$ cat src/rtl/spi_target.sv
// spi_target: SPI target endpoint, SPI modes 0-3 selected by cpol/cpha.
// sclk, cs_n and mosi are oversampled on clk_in through SYNC_STAGES flops.
// Words move through two registers:
//   - tx: a one-word hold register with a valid/ready handshake.
//   - rx: rx_data, with a one-cycle rx_valid pulse when a word lands.
// Optional feature macro: SPI_TARGET_OVERRUN_EN. It adds the rx_overrun
// and rx_ack ports and a sticky overrun flag.
module spi_target #(
  parameter int DATA_WIDTH  = 8,
  parameter int SYNC_STAGES = 2,
  parameter bit MSB_FIRST   = 1'b1
) (
  input  logic                  clk_in,
  input  logic                  async_rst_n,
  input  logic                  cpol,
  input  logic                  cpha,
  input  logic                  sclk,
  input  logic                  cs_n,
  input  logic                  mosi,
  output logic                  miso,
  output logic                  miso_oe,
  input  logic [DATA_WIDTH-1:0] tx_data,
  input  logic                  tx_valid,
  output logic                  tx_ready,
  output logic [DATA_WIDTH-1:0] rx_data,
`ifdef SPI_TARGET_OVERRUN_EN
  output logic                  rx_overrun,
  input  logic                  rx_ack,
`endif
  output logic                  rx_valid
);

  localparam int CW = (DATA_WIDTH > 1) ? $clog2(DATA_WIDTH) : 1;

  typedef enum logic {IDLE, ACTIVE} state_t;

  state_t                  state;
  logic [SYNC_STAGES-1:0]  sclk_sync;
  logic [SYNC_STAGES-1:0]  cs_sync;
  logic [SYNC_STAGES-1:0]  mosi_sync;
  logic                    sclk_d;
  logic                    cpol_l;
  logic                    cpha_l;
  logic [CW-1:0]           bit_cnt;
  logic [DATA_WIDTH-1:0]   tx_sr;
  logic [DATA_WIDTH-1:0]   rx_sr;
  logic                    skip_shift;
  logic [DATA_WIDTH-1:0]   hold_data;
  logic                    hold_full;

  // First bit of a word on the wire, and the word with that bit removed.
  function automatic logic first_bit(input logic [DATA_WIDTH-1:0] w);
    return MSB_FIRST ? w[DATA_WIDTH-1] : w[0];
  endfunction

  function automatic logic [DATA_WIDTH-1:0] drop_bit(input logic [DATA_WIDTH-1:0] w);
    return MSB_FIRST ? (w << 1) : (w >> 1);
  endfunction

  // Synchronise the asynchronous pins.
  // sclk_d is the one-cycle-delayed copy used for edge detection.
  always_ff @(posedge clk_in or negedge async_rst_n) begin
    if (!async_rst_n) begin
      sclk_sync <= '0;
      cs_sync   <= '1;
      mosi_sync <= '0;
      sclk_d    <= 1'b0;
    end else begin
      sclk_sync <= {sclk_sync[SYNC_STAGES-2:0], sclk};
      cs_sync   <= {cs_sync[SYNC_STAGES-2:0], cs_n};
      mosi_sync <= {mosi_sync[SYNC_STAGES-2:0], mosi};
      sclk_d    <= sclk_sync[SYNC_STAGES-1];
    end
  end

  logic sclk_s, cs_s, mosi_s;
  logic rise, fall, lead, trail, sample_edge, shift_edge;
  logic last_bit, word_done, start, reload, consume, tx_load;
  logic [DATA_WIDTH-1:0] next_word, rx_word;

  assign sclk_s = sclk_sync[SYNC_STAGES-1];
  assign cs_s   = cs_sync[SYNC_STAGES-1];
  assign mosi_s = mosi_sync[SYNC_STAGES-1];

  // Leading edge moves away from the idle level. cpha chooses which edge samples.
  assign rise        = sclk_s & ~sclk_d;
  assign fall        = ~sclk_s & sclk_d;
  assign lead        = cpol_l ? fall : rise;
  assign trail       = cpol_l ? rise : fall;
  assign sample_edge = cpha_l ? trail : lead;
  assign shift_edge  = cpha_l ? lead : trail;

  assign rx_word   = MSB_FIRST ? {rx_sr[DATA_WIDTH-2:0], mosi_s}
                               : {mosi_s, rx_sr[DATA_WIDTH-1:1]};
  assign last_bit  = (bit_cnt == CW'(DATA_WIDTH - 1));
  assign word_done = (state == ACTIVE) && sample_edge && last_bit;

  // The hold register is consumed at select entry and at each word boundary,
  // but only while select is still asserted.
  assign start     = (state == IDLE) && !cs_s;
  assign reload    = word_done && !cs_s;
  assign consume   = start || reload;
  assign next_word = hold_full ? hold_data : '0;
  assign tx_ready  = ~hold_full;
  assign tx_load   = tx_valid && tx_ready;

  // Main FSM: transfer control, shift registers and the tx hold register.
  always_ff @(posedge clk_in or negedge async_rst_n) begin
    if (!async_rst_n) begin
      state      <= IDLE;
      miso       <= 1'b0;
      miso_oe    <= 1'b0;
      rx_data    <= '0;
      rx_valid   <= 1'b0;
      bit_cnt    <= '0;
      tx_sr      <= '0;
      rx_sr      <= '0;
      skip_shift <= 1'b0;
      cpol_l     <= 1'b0;
      cpha_l     <= 1'b0;
      hold_data  <= '0;
      hold_full  <= 1'b0;
    end else begin
      rx_valid <= 1'b0;

      // A load can only land when the register is empty.
      // In the same cycle it is consumed as zeros and refilled.
      if (tx_load) begin
        hold_data <= tx_data;
        hold_full <= 1'b1;
      end else if (consume) begin
        hold_full <= 1'b0;
      end

      case (state)
        IDLE: begin
          miso_oe    <= 1'b0;
          bit_cnt    <= '0;
          skip_shift <= 1'b0;
          if (!cs_s) begin
            state   <= ACTIVE;
            miso_oe <= 1'b1;
            cpol_l  <= cpol;
            cpha_l  <= cpha;
            // cpha=0 presents the first bit now; cpha=1 waits for the leading edge.
            if (!cpha) begin
              miso  <= first_bit(next_word);
              tx_sr <= drop_bit(next_word);
            end else begin
              tx_sr <= next_word;
            end
          end
        end

        ACTIVE: begin
          if (sample_edge) begin
            rx_sr <= rx_word;
            if (last_bit) begin
              rx_data  <= rx_word;
              rx_valid <= 1'b1;
              bit_cnt  <= '0;
              if (!cs_s) begin
                // cpha=0 presents the new first bit now.
                // The trailing edge that follows must then not shift.
                if (!cpha_l) begin
                  miso       <= first_bit(next_word);
                  tx_sr      <= drop_bit(next_word);
                  skip_shift <= 1'b1;
                end else begin
                  tx_sr <= next_word;
                end
              end
            end else begin
              bit_cnt <= bit_cnt + 1'b1;
            end
          end else if (shift_edge && !cs_s) begin
            if (skip_shift) begin
              skip_shift <= 1'b0;
            end else begin
              miso  <= first_bit(tx_sr);
              tx_sr <= drop_bit(tx_sr);
            end
          end

          // Deselect ends the transfer.
          // A word completing in this same cycle has still been delivered above.
          if (cs_s) begin
            state      <= IDLE;
            miso_oe    <= 1'b0;
            bit_cnt    <= '0;
            skip_shift <= 1'b0;
          end
        end

        default: state <= IDLE;
      endcase
    end
  end

`ifdef SPI_TARGET_OVERRUN_EN
  logic rx_pending;

  // Track unacknowledged words.
  // A completion while one is still pending sets the sticky overrun flag.
  always_ff @(posedge clk_in or negedge async_rst_n) begin
    if (!async_rst_n) begin
      rx_pending <= 1'b0;
      rx_overrun <= 1'b0;
    end else if (word_done) begin
      rx_pending <= 1'b1;
      if (rx_ack)          rx_overrun <= 1'b0;
      else if (rx_pending) rx_overrun <= 1'b1;
    end else if (rx_ack) begin
      rx_pending <= 1'b0;
      rx_overrun <= 1'b0;
    end
  end
`endif

endmodule

$ cat config.mk
export PLATFORM = sky130hd
export DESIGN_NAME = spi_target
export DESIGN_NICKNAME = d
export VERILOG_FILES = /design/src/rtl/spi_target.sv
export SDC_FILE = /design/constraint.sdc
export NUM_CORES = 1
export LEC_CHECK = 0
export ABC_AREA = 1
export CORE_UTILIZATION = 25
export CTS_CLUSTER_SIZE = 40
export DETAILED_ROUTE_END_ITERATION = 8
export GPL_TIMING_DRIVEN = 0
export PLACE_DENSITY_LB_ADDON = 0.08
export SYNTH_ARGS = -nofsm -noshare
export SYNTH_HDL_FRONTEND = slang
export SYNTH_SLANG_ARGS = --single-unit
export TNS_END_PERCENT = 100
$ cat constraint.sdc
create_clock -name clk_in -period 3 [get_ports clk_in]
set_input_delay 0.6 -clock clk_in [delete_from_list [all_inputs] [get_ports clk_in]]
set_output_delay 0.6 -clock clk_in [all_outputs]
set_load 0.02 [all_outputs]
==> summary.txt <==
Yosys
  – Synthesized area per cell: between 9 and 10 um2
  – Yosys top cell area share: 0.505
  – Yosys warns: 0
  – Syn Inst Count: 256
  – FF+latch count, synth: 49
  – Post-synth top area cell: dfrtp_1
  – Synth cell types: 27
  – Register area share after synthesis: 0.528
  – Cell Area, Synth: 0.00233 mm2
  – Mapped Nets: between 200 and 300
  – Leading post-synthesis cells by cell area: dfrtp_1 51%, nand2_1 12%, nand3_1 6.5%

Critical path
  – Worst-path fanout max: 9
  – R2r setup slk: 1230 ps
  – Data arrival, critical path: approximately 1700 ps
  – Worst Setup End Kind: output port
  – Worst Path Required: 2400 ps
  – CP startpoint kind: register
  – Kind of critical path: register to output port

Global routing
  – Pin count of the biggest net entering global routing: 39
  – Initial antenna violation count: 0
  – Vias in the first global route: 1850
  – Gr ovfl total: 0
  – Global Route Usage Sum: 0.122
  – First-pass GRT wire length: between 9 and 10 mm

Layout
  – Ant. Diodes: 0
  – Commonest non-fill, non-tap cell in the layout: nand2_1
  – Post-Route Utilization: 0.323
  – Finished Layout Cells: 400
  – Nets: 309
  – Area delta synth->final: 22.8%
  – Leading cell types in the layout, fill and taps excluded: 74 x nand2_1, 47 x dfrtp_1, 30 x nand3_1
  – Layout cells sized above 1: 0.134
  – Layout fillers: roughly 940

CTS
  – Post-CTS Setup Bufs: 0
  – CTS Sinks: 49
  – Hold_buf cts: 0
  – Post-CTS Resized: 0
  – CTS Buf Count: 5
  – Clock root cell: clkbuf_8
  – H-Tree Depth: 2
  – Clk_lat worst skew: 310 ps
  – Clk slew on worst S/H paths: roughly 90 ps
  – Clk buf depth: 2
  – CTS tree: built

Pwr
  – Total power: 1840 uW
  – PwrDens: 643 mW/mm2
  – Max VDD drop: 237 uV
  – Static Leak: 0.00135 uW

Timing
  – Slew margin rel.: 0.694
  – Final Max Tran Viols: 0
  – Fin. Hold Viols: 0
  – Final setup viols: 0
  – Fmax: approximately 0.45 GHz
  – Least-Margin Pin Slew: 458 ps
  – Min Hold Slack: 170 ps
  – Unrepaired setup endpoints after global routing: no
  – Final period util: 0.749
  – Min Tclk post-route: ~2200 ps
  – Final Skew: a little under 9 ps

Floorplan
  – Die ar.: just under 0.01 mm2
  – Num rows: 34
  – Die Span X: between 90 and 100 um
  – Ports: 28
  – Core Region: slightly below 0.009 mm2
  – Die height: just under 100 um
  – Initial Util: 0.263

Place
  – Dpl cells: between 300 and 400
  – Final GP Congestion: ~0.75
  – Dpl hpwl: around 3.8 mm
  – IO buf count: 27

Detailed routing
  – # DRC: 0
  – Routed vias: between 1500 and 2000
  – Vias/cell: around 4.3
  – Routed wire per std cell: between 10 and 15 um
  – Routed Antenna Nets: 0
  – Routed WL: around 5.1 mm
  – Drt first-iter violations: 63
  – Drt first pass iters: 6

Outcome
  – Outcome: finished, final reports clean

Flow run
  – Max-cap viol count: 0

Min path
  – Worst Hold Class: primary input to async pin
## stage by stage
stage	worst slack (ps)	area [um2]	setup TNS, ps
2_1_floorplan	1510	2330	0
3_3_place_gp	-316	2730	-14660
3_5_place_dp	1070	2750	0
4_1_cts	722	2860	0
5_1_grt	652	2860	0
6_report	753	2860	0
## path summary, 6_finish.rpt
| check | start | depth (start not counted) | to |
|---|---|---|---|
| max in group asynchronous | async_rst_n | 2 | cs_sync[1]$_DFF_PN1_ |
| worst min-delay path | async_rst_n | 1 | sclk_d$_DFF_PN0_ |
| worst max register to register | cs_sync[1]$_DFF_PN1_ | 8 | tx_sr[7]$_DFFE_PN0P_ |
| worst min register to register | sclk_sync[0]$_DFF_PN0_ | 0 | sclk_sync[1]$_DFF_PN0_ |
| min in group clk_in | sclk_sync[0]$_DFF_PN0_ | 0 | sclk_sync[1]$_DFF_PN0_ |
| worst max-delay path | hold_full$_DFFE_PN0P_ | 3 | tx_ready |
## worst max-delay path, cell delays in order (launching register included)
cell	delay, ps
dfrtp_1	330
clkbuf_1	300
inv_1	140
clkdlybuf4s50_1	570
## layer usage
| layer | share of wire | GRT usage |
|---|---|---|
| met1 | 0.51 | 0.162 |
| met2 | 0.45 | 0.199 |
| met3 | 0.029 | 0.0284 |
| met4 | 0.014 | 0.0379 |
| met5 | 0 | 0 |
## synthesized netlist by cell type, drive strengths merged
library cell / number
a21oi: 3
a22o: 2
a22oi: 7
buf: 4
clkbuf: 5
dfrtp: 47
dfstp: 2
ha: 2
inv: 26
mux2: 8
nand2: 77
nand3: 37
nand4: 1
nor2: 7
o21a: 1
o21ai: 26
o21bai: 1
## cell families after synthesis
kind of cell	Yosys count	share of synthesized area
fa+ha+maj	2	0.0108
mux	8	0.0387
compound gates	40	0.104
simple gates	122	0.247
buf+inv	35	0.0715
flops	49	0.528
## state kept, by name, indices dropped and copies added (netlist names)
| name | cells |
|---|---|
| rx_data | 8 |
| miso_oe | 1 |
| sclk_sync | 2 |
| mosi_sync | 2 |
| rx_sr | 7 |
| state | 1 |
| cpha_l | 1 |
| hold_full | 1 |
| tx_sr | 8 |
| cs_sync | 2 |
| cpol_l | 1 |
| hold_data | 8 |
| skip_shift | 1 |
| miso | 1 |
| rx_valid | 1 |
| sclk_d | 1 |
| bit_cnt | 3 |
## where the power goes
group          total (uW)  internal, uW  switching, uW  leakage [uW]
Combinational         472           198            274      0.000671
Clock                 486           251            235     0.0000554
Sequential            880           803           76.6      0.000625
Total                1840          1250            586       0.00135
## layout make-up
cell class	instances	area, um2	area share
Inverter	26	97.6	0.0341
Clock inverter	2	38.8	0.0136
Clock buffer	6	72.6	0.0254
Sequential cell	49	1230	0.430
Buffer	9	68.8	0.0241
Tap cell	108	135	0.0473
Multi-Input combinational cell	172	932	0.326
Timing Repair Buffer	28	285	0.0998
Power figures use the tool's default switching activity.
